File: src/rtl/glitch_free_pkg.sv
// Shared types and helpers for the glitch-free clock divider.
// Latency: none (types and pure functions only).
// Backpressure: not applicable.
package glitch_free_pkg;

  // Divider phase: stopped, or in the high / low half of a period.
  typedef enum logic [1:0] {
    ST_STOP = 2'd0,
    ST_HIGH = 2'd1,
    ST_LOW  = 2'd2
  } state_e;

  // Working width of the clamp helper; callers cast to and from their own width.
  localparam int CLAMP_W = 32;

  // A divide-by-1 cannot be built from a registered toggle, so it runs as divide-by-2.
  function automatic logic [CLAMP_W-1:0] clamp_ratio(input logic [CLAMP_W-1:0] ratio);
    return (ratio == CLAMP_W'(1)) ? CLAMP_W'(2) : ratio;
  endfunction

endpackage

File: src/rtl/glitch_free_div.sv
// Programmable clock divider whose ratio changes only at a period boundary.
// Latency: new ratio takes effect on the first high cycle after the boundary (STOP: 2 cycles after request).
// Backpressure: busy high while a request is pending; ratio_vld is ignored until it clears.
module glitch_free_div
  import glitch_free_pkg::*;
#(
  parameter int DIV_W     = 8,
  parameter int RST_RATIO = 2
) (
  input  logic             clk,
  input  logic             rst,
  input  logic [DIV_W-1:0] div_ratio,
  input  logic             ratio_vld,
  output logic             busy,
  output logic             ratio_ack,
  output logic [DIV_W-1:0] cur_ratio,
  output logic             clk_out,
  output logic             clk_en
);

  localparam logic [DIV_W-1:0] ONE         = DIV_W'(1);
  localparam logic [DIV_W-1:0] RST_RATIO_V = DIV_W'(clamp_ratio(CLAMP_W'(RST_RATIO)));
  // Reset parks the FSM on the last low cycle so the first free cycle starts a high phase.
  localparam state_e           RST_STATE   = (RST_RATIO == 0) ? ST_STOP : ST_LOW;

  state_e           state_q, state_d;
  logic [DIV_W-1:0] cnt_q, cnt_d;
  logic [DIV_W-1:0] cur_ratio_q, cur_ratio_d;
  logic [DIV_W-1:0] pend_q, pend_d;
  logic             busy_q, busy_d;
  logic             ack_q, ack_d;
  logic             clk_out_q, clk_out_d;
  logic             clk_en_q, clk_en_d;

  logic             boundary;
  logic             apply;
  logic [DIV_W-1:0] ratio_nxt;
  logic [DIV_W-1:0] req_clamped;

  // cnt holds remaining cycles of the phase minus one; high gets ceil(R/2), low floor(R/2).
  function automatic logic [DIV_W-1:0] high_load(input logic [DIV_W-1:0] r);
    return (r - ONE) >> 1;
  endfunction

  function automatic logic [DIV_W-1:0] low_load(input logic [DIV_W-1:0] r);
    return (r >> 1) - ONE;
  endfunction

  assign req_clamped = DIV_W'(clamp_ratio(CLAMP_W'(div_ratio)));
  assign boundary    = (state_q == ST_LOW) && (cnt_q == '0);
  assign apply       = busy_q && (boundary || (state_q == ST_STOP));
  assign ratio_nxt   = apply ? pend_q : cur_ratio_q;

  // Phase sequencing: a new ratio is only ever loaded when a high phase starts.
  always_comb begin
    state_d = state_q;
    cnt_d   = cnt_q;
    unique case (state_q)
      ST_STOP: begin
        if (apply && (pend_q != '0)) begin
          state_d = ST_HIGH;
          cnt_d   = high_load(pend_q);
        end
      end
      ST_HIGH: begin
        if (cnt_q == '0) begin
          state_d = ST_LOW;
          cnt_d   = low_load(cur_ratio_q);
        end else begin
          cnt_d = cnt_q - ONE;
        end
      end
      ST_LOW: begin
        if (cnt_q == '0) begin
          if (ratio_nxt == '0) begin
            state_d = ST_STOP;
            cnt_d   = '0;
          end else begin
            state_d = ST_HIGH;
            cnt_d   = high_load(ratio_nxt);
          end
        end else begin
          cnt_d = cnt_q - ONE;
        end
      end
      default: begin
        state_d = ST_STOP;
        cnt_d   = '0;
      end
    endcase
  end

  // Request handshake and registered outputs, all derived from the next state.
  always_comb begin
    busy_d      = busy_q;
    pend_d      = pend_q;
    if (apply) begin
      busy_d = 1'b0;
    end else if (ratio_vld && !busy_q) begin
      busy_d = 1'b1;
      pend_d = req_clamped;
    end
    ack_d       = apply;
    cur_ratio_d = ratio_nxt;
    clk_out_d   = (state_d == ST_HIGH);
    clk_en_d    = (state_d == ST_HIGH) && (state_q != ST_HIGH);
  end

  // State register; reset truncates any phase in progress and drops a pending request.
  always_ff @(posedge clk) begin
    if (rst) begin
      state_q     <= RST_STATE;
      cnt_q       <= '0;
      cur_ratio_q <= RST_RATIO_V;
      pend_q      <= '0;
      busy_q      <= 1'b0;
      ack_q       <= 1'b0;
      clk_out_q   <= 1'b0;
      clk_en_q    <= 1'b0;
    end else begin
      state_q     <= state_d;
      cnt_q       <= cnt_d;
      cur_ratio_q <= cur_ratio_d;
      pend_q      <= pend_d;
      busy_q      <= busy_d;
      ack_q       <= ack_d;
      clk_out_q   <= clk_out_d;
      clk_en_q    <= clk_en_d;
    end
  end

  assign busy      = busy_q;
  assign ratio_ack = ack_q;
  assign cur_ratio = cur_ratio_q;
  assign clk_out   = clk_out_q;
  assign clk_en    = clk_en_q;

endmodule
File: config.mk
export PLATFORM = sky130hd
export DESIGN_NAME = glitch_free_div
export DESIGN_NICKNAME = d
export VERILOG_FILES = /design/src/rtl/glitch_free_pkg.sv /design/src/rtl/glitch_free_div.sv
export SDC_FILE = /design/constraint.sdc
export NUM_CORES = 1
export LEC_CHECK = 0
export CAP_MARGIN = 40
export CORE_MARGIN = 1
export CORE_UTILIZATION = 50
export CTS_BUF_LIST = sky130_fd_sc_hd__clkbuf_4
export DETAILED_ROUTE_END_ITERATION = 8
export PLACE_DENSITY_LB_ADDON = 0.1
export SYNTH_ARGS = -nofsm -noshare
export SYNTH_HDL_FRONTEND = slang
export SYNTH_SLANG_ARGS = --single-unit
File: constraint.sdc
create_clock -name clk -period 2.8 [get_ports clk]
set_clock_uncertainty 0.1 [all_clocks]
set_input_delay 0.56 -clock clk [delete_from_list [all_inputs] [get_ports clk]]
set_output_delay 0.56 -clock clk [all_outputs]
set_load 0.005 [all_outputs]
==> results_dict.tcl <==
set metrics [dict create \
    path_cells "inv_1, ha_1, or4b_4, o21ai_2, buf_4, a21oi_1, a21oi_1, nand4_4, nor3b_1, o211a_1" \
    cts_sinks 30 \
    status "finished clean" \
    layout-drive-gt1-share_pct 16.8 \
    final_util_pct 64.5 \
    p_leak_nw 1.06 \
    cts_tree "yes" \
    min_period_over_period_pct 96.9 \
    grtUsageTotal_pct 31.1 \
    die_y_um 68.0 \
    cp-startpoint "cnt_q[0]" \
    ys_seq_area_share_pct 27.6 \
    dpl_cell_area_um2 2560 \
    via_count 2333 \
    crit_slowest_cell "or4b_4" \
    synth_cell_types 51 \
    initial_core_util_pct 53.3 \
    drv_cap 0 \
    dr.pass1.iters 6 \
    fin_crit_ns 2.71 \
    timing_worst_slew_pin_value_ns 0.594 \
    root_buffer "clkbuf_4" \
    setup_viol 0 \
    cts_buffers 5 \
    ys_warn_count 0 \
    r2r_slack_ns 0.09 \
    r2r-end "cnt_q[0]" \
    clkTransAtPathRegs_ns 0.11 \
    rows 23 \
    cp_max_fo 7 \
    powerDensity_nw_per_um2 1030 \
    drc 0 \
    core-area_um2 4090 \
    slowest_delay_ns 0.46 \
    fp.dieW_um 68.0 \
    ys_seq_elements 30 \
    finalSetupTns_ns 0 \
    clockBufferDepth 2 \
    area_growth_pct 21.0 \
    dp_hpwl_mm 5.05 \
    synth_ff_type "dfxtp_1" \
    crit_path_end_kind "flip-flop" \
    drt-initial-drc-count 282 \
    layoutNonFillerInstCount 383 \
    n_fill_cell 382 \
    final_hold_viol_count 0 \
    rsz0062_at_grt "false" \
    nNetsFinal 350 \
    antenna_found_initial 0 \
    min_path_type "reg2reg" \
    grt_overflow 0 \
    reg2reg_from "cnt_q[0]" \
    multi_input_area_um2 1440 \
    wirelength_mm 6.53 \
    grt_pass1_vias 2083 \
    grt_max_degree 19 \
    peakVddDrop_mv 0.516 \
    clkLatencyLatePin_ns 0.35 \
    rr_worst_depth 10 \
    grt_pass1_wl_mm 10.4 \
    cp_common_cell "a21oi_1" \
    avgSynthCellArea_um2 7.43 \
    num_antenna_cells 0 \
    crit_path_end "cnt_q[0]" \
    design_area_um2 2640 \
    wl_per_cell_um 17.1 \
    port_buffers 22 \
    die-area_um2 4620 \
    cp_data_arrival_time_ns 2.87 \
    path_class "reg2reg" \
    pin_count 23 \
    syn-num-nets 311 \
    post_cts_hold_buffer_count 0 \
    ant_nets 0 \
    slew_headroom_pct 60.1 \
    async_reset_ff_share_pct 0 \
    placedCellCount 375 \
    register_area_um2 601 \
    via_per_inst 6.09 \
    netlist_instances 293 \
    globalplace.congestion 0.988 \
    syn_area_um2 2180 \
    worst_setup_path_start_kind "flip-flop" \
    slew_violations 0 \
    synth_edf_count 0 \
    crit_required_ns 2.96 \
    htreeDepth 2 \
    fmax_mhz 369 \
]
[synth_stat cells (3+ instances only)]
| cell type | count | area share [%] |
|---|---|---|
| a31oi_1 | 8 | 2.3 |
| xor2_1 | 5 | 2.0 |
| a21oi_1 | 35 | 8.0 |
| inv_1 | 10 | 1.7 |
| dfxtp_1 | 30 | 28 |
| nand2b_1 | 5 | 1.4 |
| clkbuf_1 | 11 | 1.9 |
| xnor2_1 | 12 | 4.8 |
| nor2b_1 | 3 | 0.86 |
| mux2i_1 | 3 | 1.4 |
| a221oi_1 | 5 | 2.0 |
| ha_1 | 7 | 4.0 |
| nor2_1 | 36 | 6.2 |
| nand3_1 | 3 | 0.69 |
| nand2_1 | 43 | 7.4 |
| o22ai_1 | 4 | 1.1 |
| nor3_1 | 8 | 1.8 |
| nor4_1 | 8 | 2.3 |
| buf_6 | 6 | 3.1 |
| o21ai_0 | 9 | 2.1 |
[layout make-up]
cell class / instances / area share [%]
Multi-Input combinational cell: 234 / 54.8
Clock buffer: 5 / 1.42
Tap cell: 50 / 2.37
Clock inverter: 3 / 0.617
Timing Repair Buffer: 51 / 16.6
Inverter: 10 / 1.42
Sequential cell: 30 / 22.8
[worst min path at each step]
| stage | start | endpoint | slack [ns] | cells past startpoint |
|---|---|---|---|---|
| floorplan | pend_q[7] | pend_q[7] | 0.37 | 2 |
| global placement | pend_q[7] | pend_q[7] | 0.42 | 2 |
| detailed placement | pend_q[7] | pend_q[7] | 0.42 | 2 |
| CTS | pend_q[7] | pend_q[7] | 0.43 | 2 |
| global route | cur_ratio[6] | cur_ratio[6] | 0.47 | 2 |
| finish | cur_ratio[6] | cur_ratio[6] | 0.44 | 2 |
[per-layer routing]
| layer | global-route usage [%] | share of wire, % | vias up |
|---|---|---|---|
| met3 | 6.83 | 8.7 | 19 |
| met5 | 0 | 0 | - |
| met1 | 41.5 | 43 | 1081 |
| met2 | 48.5 | 46 | 108 |
| li1 | - | - | 1125 |
| met4 | 11.7 | 2.5 | 0 |
[cells by family after synthesis]
| logic type | share of synthesized area (%) |
|---|---|
| and+or+nand+nor | 26.5 |
| AOI/OAI and AO/OA | 24.9 |
| DFF | 27.6 |
| buffers and inverters | 7.41 |
| xor gates and xnor gates | 6.84 |
| adders and majority gates | 4.02 |
| muxes | 2.76 |
[metrics by stage]
step                      hold WS, ns  setup slack (ns)  power (mW)
after floorplan                 0.374          0.000319        1.89
after global placement          0.419             0.100        2.40
after detailed placement        0.423            0.0913        2.39
after CTS                       0.434            0.0668        2.67
after global routing            0.466           0.00648        2.90
final                           0.442            0.0876        2.72
[placed cells by master (no fill, tap or decap), types with 4 or more instances in the layout]
| cell | instances |
|---|---|
| nand2b_1 | 5 |
| nand2_1 | 42 |
| nor2_1 | 36 |
| clkbuf_4 | 5 |
| a21oi_1 | 32 |
| a221oi_1 | 5 |
| o22ai_1 | 4 |
| o21ai_0 | 9 |
| a31oi_1 | 8 |
| inv_1 | 10 |
| nor3_1 | 8 |
| xnor2_1 | 12 |
| buf_4 | 29 |
| ha_1 | 6 |
| dfxtp_1 | 30 |
| xor2_1 | 5 |
| clkdlybuf4s50_1 | 22 |
| nor4_1 | 8 |
[registers in the layout, indices dropped and copies added, names as in the netlist]
name / count
busy: 1
clk_out: 1
clk_en: 1
pend_q: 8
state_q: 2
ratio_ack: 1
cur_ratio: 8
cnt_q: 8
[what timing repair did]
item	in CTS	in global routing
endpoints found under the setup margin	0	6
gates resized for setup	0	4
buffers inserted	0	0
[critical path: cells and delay by family, from the launching register on]
| family | cells | cell delay (ns) |
|---|---|---|
| adders and majority gates | 1 | 0.13 |
| buffers and inverters | 2 | 0.23 |
| DFF | 1 | 0.33 |
| AOI/OAI and AO/OA | 4 | 0.93 |
| and+or+nand+nor | 3 | 0.91 |
[power by group]
group | switching (mW) | internal [mW]
sequential | 0.0704 | 0.521
combinational | 1.06 | 0.813
clock | 0.165 | 0.0931
total | 1.29 | 1.43
Power figures use the tool's default switching activity.
